### config.mk
export PLATFORM = sky130hd
export DESIGN_NAME = rt_task_dispatcher
export DESIGN_NICKNAME = d
export VERILOG_FILES = /design/src/rtl/rt_task_dispatcher_pkg.sv /design/src/rtl/rt_task_dispatcher_holdoff_counter.sv /design/src/rtl/rt_task_dispatcher.sv
export SDC_FILE = /design/constraint.sdc
export NUM_CORES = 1
export LEC_CHECK = 0
export CAP_MARGIN = 40
export CORE_ASPECT_RATIO = 0.5
export CORE_UTILIZATION = 54
export DETAILED_ROUTE_END_ITERATION = 10
export PLACE_DENSITY = 0.83
export SLEW_MARGIN = 40
export SYNTH_ARGS = -nofsm -noshare
export SYNTH_HDL_FRONTEND = slang
export SYNTH_SLANG_ARGS = --single-unit
### constraint.sdc
create_clock -name clk -period 2.82 [get_ports clk]
set_input_delay 0.846 -clock clk [delete_from_list [all_inputs] [get_ports clk]]
set_output_delay 0.846 -clock clk [all_outputs]
set_load 0.05 [all_outputs]
### src/rtl/rt_task_dispatcher_pkg.sv
// rtl/rt_task_dispatcher_pkg.sv - shared types and defaults for the task dispatcher and scheduler
package rt_pkg;

  localparam int RT_NUM_TASKS       = 16;
  localparam int RT_ID_W            = 8;
  localparam int RT_MIN_RUN_DEFAULT = 4;

  typedef logic [RT_ID_W-1:0] task_id_t;

  typedef enum logic [1:0] {
    ST_IDLE = 2'd0,
    ST_SAVE = 2'd1,
    ST_LOAD = 2'd2,
    ST_RUN  = 2'd3
  } rt_state_e;

endpackage

### src/rtl/rt_task_dispatcher_holdoff_counter.sv
// rtl/rt_task_dispatcher_holdoff_counter.sv - saturating run-time counter gating preemption
module dispatch_holdoff_counter #(
  parameter int MIN_RUN = 4
) (
  input  logic clk,
  input  logic rst_n,
  input  logic clr,
  input  logic tick,
  output logic expired
);

  localparam int W = (MIN_RUN < 1) ? 1 : $clog2(MIN_RUN + 1);
  localparam logic [W-1:0] LIMIT = W'(MIN_RUN);

  logic [W-1:0] run_ticks_q;
  logic [W-1:0] run_ticks_d;

  // Clear wins over tick so a fresh task always starts from zero.
  always_comb begin
    run_ticks_d = run_ticks_q;
    if (clr) begin
      run_ticks_d = '0;
    end else if (tick && (run_ticks_q < LIMIT)) begin
      run_ticks_d = run_ticks_q + 1'b1;
    end
  end

  always_ff @(posedge clk or negedge rst_n) begin
    if (!rst_n) begin
      run_ticks_q <= '0;
    end else begin
      run_ticks_q <= run_ticks_d;
    end
  end

  assign expired = (run_ticks_q >= LIMIT);

endmodule

### src/rtl/rt_task_dispatcher.sv
// rtl/rt_task_dispatcher.sv - turns scheduler decisions into save/load context switches and CPU gating
module rt_task_dispatcher
  import rt_pkg::*;
#(
  parameter int NUM_TASKS = RT_NUM_TASKS,
  parameter int ID_W      = RT_ID_W,
  parameter int MIN_RUN   = RT_MIN_RUN_DEFAULT
) (
  input  logic            clk,
  input  logic            rst_n,
  input  logic [ID_W-1:0] scheduled_task,
  input  logic            schedule_valid,
  input  logic            timer_tick,
  input  logic            cpu_task_done,
  output logic            ctx_save_req,
  output logic [3:0]      ctx_save_id,
  input  logic            ctx_save_ack,
  output logic            ctx_load_req,
  output logic [3:0]      ctx_load_id,
  input  logic            ctx_load_ack,
  output logic            cpu_halt,
  output logic [ID_W-1:0] running_task,
  output logic            running_valid,
  output logic            task_complete,
  output logic [ID_W-1:0] complete_id,
  output logic            switch_busy,
  output logic [15:0]     preempt_count
);

  localparam logic [ID_W-1:0] NUM_TASKS_ID = ID_W'(NUM_TASKS);

  rt_state_e       state_q, state_d;
  logic [ID_W-1:0] next_id_q, next_id_d;
  logic [ID_W-1:0] running_task_q, running_task_d;
  logic [ID_W-1:0] complete_id_q, complete_id_d;
  logic            running_valid_q, running_valid_d;
  logic            task_complete_q, task_complete_d;
  logic            cpu_halt_q, cpu_halt_d;
  logic            switch_busy_q, switch_busy_d;
  logic            ctx_save_req_q, ctx_save_req_d;
  logic            ctx_load_req_q, ctx_load_req_d;
  logic [3:0]      ctx_save_id_q, ctx_save_id_d;
  logic [3:0]      ctx_load_id_q, ctx_load_id_d;
  logic [15:0]     preempt_count_q, preempt_count_d;

  logic id_ok;
  logic hold_clr;
  logic hold_tick;
  logic hold_expired;

  assign id_ok     = schedule_valid && (scheduled_task < NUM_TASKS_ID);
  assign hold_tick = timer_tick && (state_q == ST_RUN);

  dispatch_holdoff_counter #(
    .MIN_RUN (MIN_RUN)
  ) u_holdoff (
    .clk     (clk),
    .rst_n   (rst_n),
    .clr     (hold_clr),
    .tick    (hold_tick),
    .expired (hold_expired)
  );

  always_comb begin
    state_d         = state_q;
    next_id_d       = next_id_q;
    running_task_d  = running_task_q;
    running_valid_d = running_valid_q;
    complete_id_d   = complete_id_q;
    task_complete_d = 1'b0;
    preempt_count_d = preempt_count_q;
    ctx_save_id_d   = ctx_save_id_q;
    ctx_load_id_d   = ctx_load_id_q;
    hold_clr        = 1'b0;

    unique case (state_q)
      ST_IDLE: begin
        if (id_ok) begin
          next_id_d     = scheduled_task;
          ctx_load_id_d = scheduled_task[3:0];
          state_d       = ST_LOAD;
        end
      end
      ST_LOAD: begin
        if (ctx_load_ack) begin
          running_task_d  = next_id_q;
          running_valid_d = 1'b1;
          hold_clr        = 1'b1;
          state_d         = ST_RUN;
        end
      end
      // Task exit outranks preemption: a finished task has no context worth saving.
      ST_RUN: begin
        if (cpu_task_done) begin
          task_complete_d = 1'b1;
          complete_id_d   = running_task_q;
          running_valid_d = 1'b0;
          state_d         = ST_IDLE;
        end else if (id_ok && (scheduled_task != running_task_q) && hold_expired) begin
          next_id_d     = scheduled_task;
          ctx_save_id_d = running_task_q[3:0];
          if (preempt_count_q != 16'hFFFF) begin
            preempt_count_d = preempt_count_q + 16'd1;
          end
          state_d = ST_SAVE;
        end
      end
      ST_SAVE: begin
        if (ctx_save_ack) begin
          running_valid_d = 1'b0;
          ctx_load_id_d   = next_id_q[3:0];
          state_d         = ST_LOAD;
        end
      end
      default: state_d = ST_IDLE;
    endcase

    cpu_halt_d     = (state_d != ST_RUN);
    switch_busy_d  = (state_d == ST_SAVE) || (state_d == ST_LOAD);
    ctx_save_req_d = (state_d == ST_SAVE);
    ctx_load_req_d = (state_d == ST_LOAD);
  end

  always_ff @(posedge clk or negedge rst_n) begin
    if (!rst_n) begin
      state_q         <= ST_IDLE;
      next_id_q       <= '0;
      running_task_q  <= '0;
      running_valid_q <= 1'b0;
      complete_id_q   <= '0;
      task_complete_q <= 1'b0;
      cpu_halt_q      <= 1'b1;
      switch_busy_q   <= 1'b0;
      ctx_save_req_q  <= 1'b0;
      ctx_load_req_q  <= 1'b0;
      ctx_save_id_q   <= '0;
      ctx_load_id_q   <= '0;
      preempt_count_q <= '0;
    end else begin
      state_q         <= state_d;
      next_id_q       <= next_id_d;
      running_task_q  <= running_task_d;
      running_valid_q <= running_valid_d;
      complete_id_q   <= complete_id_d;
      task_complete_q <= task_complete_d;
      cpu_halt_q      <= cpu_halt_d;
      switch_busy_q   <= switch_busy_d;
      ctx_save_req_q  <= ctx_save_req_d;
      ctx_load_req_q  <= ctx_load_req_d;
      ctx_save_id_q   <= ctx_save_id_d;
      ctx_load_id_q   <= ctx_load_id_d;
      preempt_count_q <= preempt_count_d;
    end
  end

  assign ctx_save_req  = ctx_save_req_q;
  assign ctx_save_id   = ctx_save_id_q;
  assign ctx_load_req  = ctx_load_req_q;
  assign ctx_load_id   = ctx_load_id_q;
  assign cpu_halt      = cpu_halt_q;
  assign running_task  = running_task_q;
  assign running_valid = running_valid_q;
  assign task_complete = task_complete_q;
  assign complete_id   = complete_id_q;
  assign switch_busy   = switch_busy_q;
  assign preempt_count = preempt_count_q;

endmodule

==> flow_summary.toml <==
[outcome]
status = "finished, final reports clean"

[global_route]
gr-total-overflow = 0
grt_pass1_wl_um = 9000
grt_usage = 0.237
use_met2 = 0.392
grt_pass1_vias = 1879
grt_use_met3 = 0.101
gr-max-usage-layer = "met2"
antenna_found_initial = 0
gr-usage-met1 = 0.288
grt_max_degree = 60

[timing]
period_share = 0.889
max_slew.worst_pin.slew_ns = 0.730
grt_setup_unrepaired = "no"
skew_ns = 0.00573
period_needed_ns = 2.51
setup_viol = 0
fmax_ghz = 0.399
hold_viol = 0
timing.slew.headroom = 0.514
fin_ws_ns = 0.312
finalMaxSlewViolations = 0

[route]
post_drt_wl_per_cell_um = 15.3
ant_nets = 0
vias_per_cell = 5.28
dr.first_iter.drc_count = 76
vias = 1865
wl_um = 5400
first_pass_iters = 4
drt_drc_violations_left = 0

[pwr]
power_leakage_nw = 1.61
power.ir.vdd_worst_mv = 0.449
p_per_area_mw_per_mm2 = 813
power_mw = 2.90

[finish]
finish.instance_area_mm2 = 0.00357
final_cells = 353
areaGrowthSynthToFinish_pct = 33.9
nNetsFinal = 303
antenna_cells = 0
post-route-util = 0.780
drive_gt1_frac = 0.216

[cts]
htree_levels = 3
clk_latency_ns = 0.34
clk_pin_slew_worst_paths_ns = 0.06
cts_resized = 0
cts_root_buffer = "clkbuf_8"
cts_setup_buffers = 0
cts.sinks = 59
numCtsBuffers = 9
hold_buffers = 0
cts_max_path_buffers = 2
cts_tree = "built"

[yosys]
synth_compound_area_frac = 0.0568
ys_types = 37
synth_top_family_by_area = "multiplexers"
synth_nets = 227
yosysWarnings = 0
synth_seq_cells = 59
synth_top_area_cell = "dfrtp_1"
yosysSeqAreaShare = 0.555
synth-simple-area-share = 0.127
synth-adder-area-share = 0.0235
syn_area_mm2 = 0.00266
synthMuxAreaShare = 0.143
syn_area_per_cell_um2 = 12.9
synthTopCellsByArea = "dfrtp_1 54%, mux2_2 13%, xnor2_1 4.6%, xor2_1 3.3%, nor4_4 2.4%"
synthXorXnorAreaFrac = 0.0789
yosysTopAreaCellShare = 0.545
netlist_instances = 207

[floorplanning]
pin_count = 61
core_mm2 = 0.00457
die-area_mm2 = 0.00523
die_h_um = 51.7
start_util = 0.582
fp.dieW_um = 101
rows = 17

[placed_design]
gp_congestion = 0.767
dp_cells = 338
placed_area_mm2 = 0.00339
pre_cts_ws_ns = -0.0319
dp_hpwl_um = 3780
portBuffers = 60

[worst_setup_path]
cp.required_ns = 3.05
worstPathArrival_ns = 2.73
critPathLaunchType = "input pin"
path_max_fanout = 5
worstSetupPathType = "input pin to register"
critPathCaptureType = "register"

[job]
cap_violations = 0

[hold_path]
hp-class = "register to register"
-- layer usage --
metal | share of wire | wire, um | vias up
met4 | 0.0085 | 46 | 0
met2 | 0.48 | 2600 | 49
li1 | - | - | 891
met5 | 0 | 0 | -
met3 | 0.052 | 283 | 6
met1 | 0.46 | 2470 | 919
-- where the power goes --
group	leakage (nW)	internal (mW)	switching (mW)	total, mW
Clock	0.0953	0.383	0.308	0.691
Sequential	0.790	1.00	0.149	1.15
Combinational	0.728	0.414	0.639	1.05
-- logic make-up after synthesis --
logic type,after synthesis
buffers and inverters,9
DFF,59
AOI/OAI and AO/OA,21
and+or+nand+nor,55
muxes,34
adders and majority gates,5
xor gates and xnor gates,24
-- synth_stat cells, drive strengths merged --
cell	number
ha	5
a21boi	1
o22ai	1
xor2	10
nand4	8
nand4b	2
and3	3
o22a	2
xnor2	14
nor3	3
a221oi	1
inv	5
and2b	1
a21oi	10
mux2i	1
nor3b	1
nand3	7
a31oi	1
clkbuf	2
buf	2
nor4	3
a211oi	1
dfrtp	58
and2	4
mux2	33
a22o	1
dfstp	1
and4b	1
nand2	13
nor2b	2
nor2	7
o21ai	2
a21o	1
-- worst paths after layout --
path	from	end	slack, ns	cells after the start
worst max-delay path	scheduled_task[6]	next_id_q[0]	0.31	6
worst min-delay path	next_id_q[7]	next_id_q[7]	0.49	1
worst max register to register	state_q[1]	preempt_count[1]	0.82	5
worst min register to register	next_id_q[7]	next_id_q[7]	0.49	1
max in group asynchronous	rst_n	preempt_count[3]	1.68	2
min in group asynchronous	rst_n	complete_id[5]	0.66	2
-- through the flow --
stage / setup TNS (ns) / hold slack (ns)
6_report: 0 / 0.487
3_5_place_dp: -0.127 / 0.474
3_3_place_gp: 0 / 0.467
5_1_grt: 0 / 0.501
4_1_cts: 0 / 0.491
2_1_floorplan: 0 / 0.449
-- worst max-delay path: stages --
cell and delay (ns):
clkdlybuf4s50_1 0.48, xor2_1 0.21, nor4_4 0.46, a21oi_2 0.14, a21oi_4 0.23, mux2_2 0.36
-- cell usage in the layout (no fill, tap or decap), drive strengths merged, types with 3 or more instances in the layout --
cell type / netlist / routed
and3: 3 / 3
nor4: 3 / 3
ha: 5 / 5
buf: 2 / 10
xor2: 10 / 10
clkdlybuf4s50: 0 / 59
xnor2: 14 / 14
clkbuf: 2 / 13
nand2: 13 / 13
nor3: 3 / 3
mux2: 33 / 33
nand3: 7 / 7
inv: 5 / 5
and2: 4 / 4
dfrtp: 58 / 58
nor2: 7 / 7
nand4: 8 / 8
a21oi: 10 / 10
-- layout make-up --
| class | instances | area, um^2 |
|---|---|---|
| sequential | 59 | 1480 |
| multi-input combinational | 139 | 1140 |
| fill | 306 | 1010 |
| timing repair buffer | 69 | 663 |
| clock buffer | 13 | 169 |
| tap | 66 | 82.6 |
| inverter | 5 | 18.8 |
| clock inverter | 2 | 10.0 |
-- flip-flops by register name, indices dropped and copies added, names as in the netlist --
name,flops
cpu_halt,1
ctx_load_id,4
task_complete,1
ctx_save_req,1
running_task,8
ctx_save_id,4
running_valid,1
state_q,2
switch_busy,1
next_id_q,8
complete_id,8
u_holdoff.run_ticks_q,3
preempt_count,16
ctx_load_req,1
(Power assumes the default switching activity.)
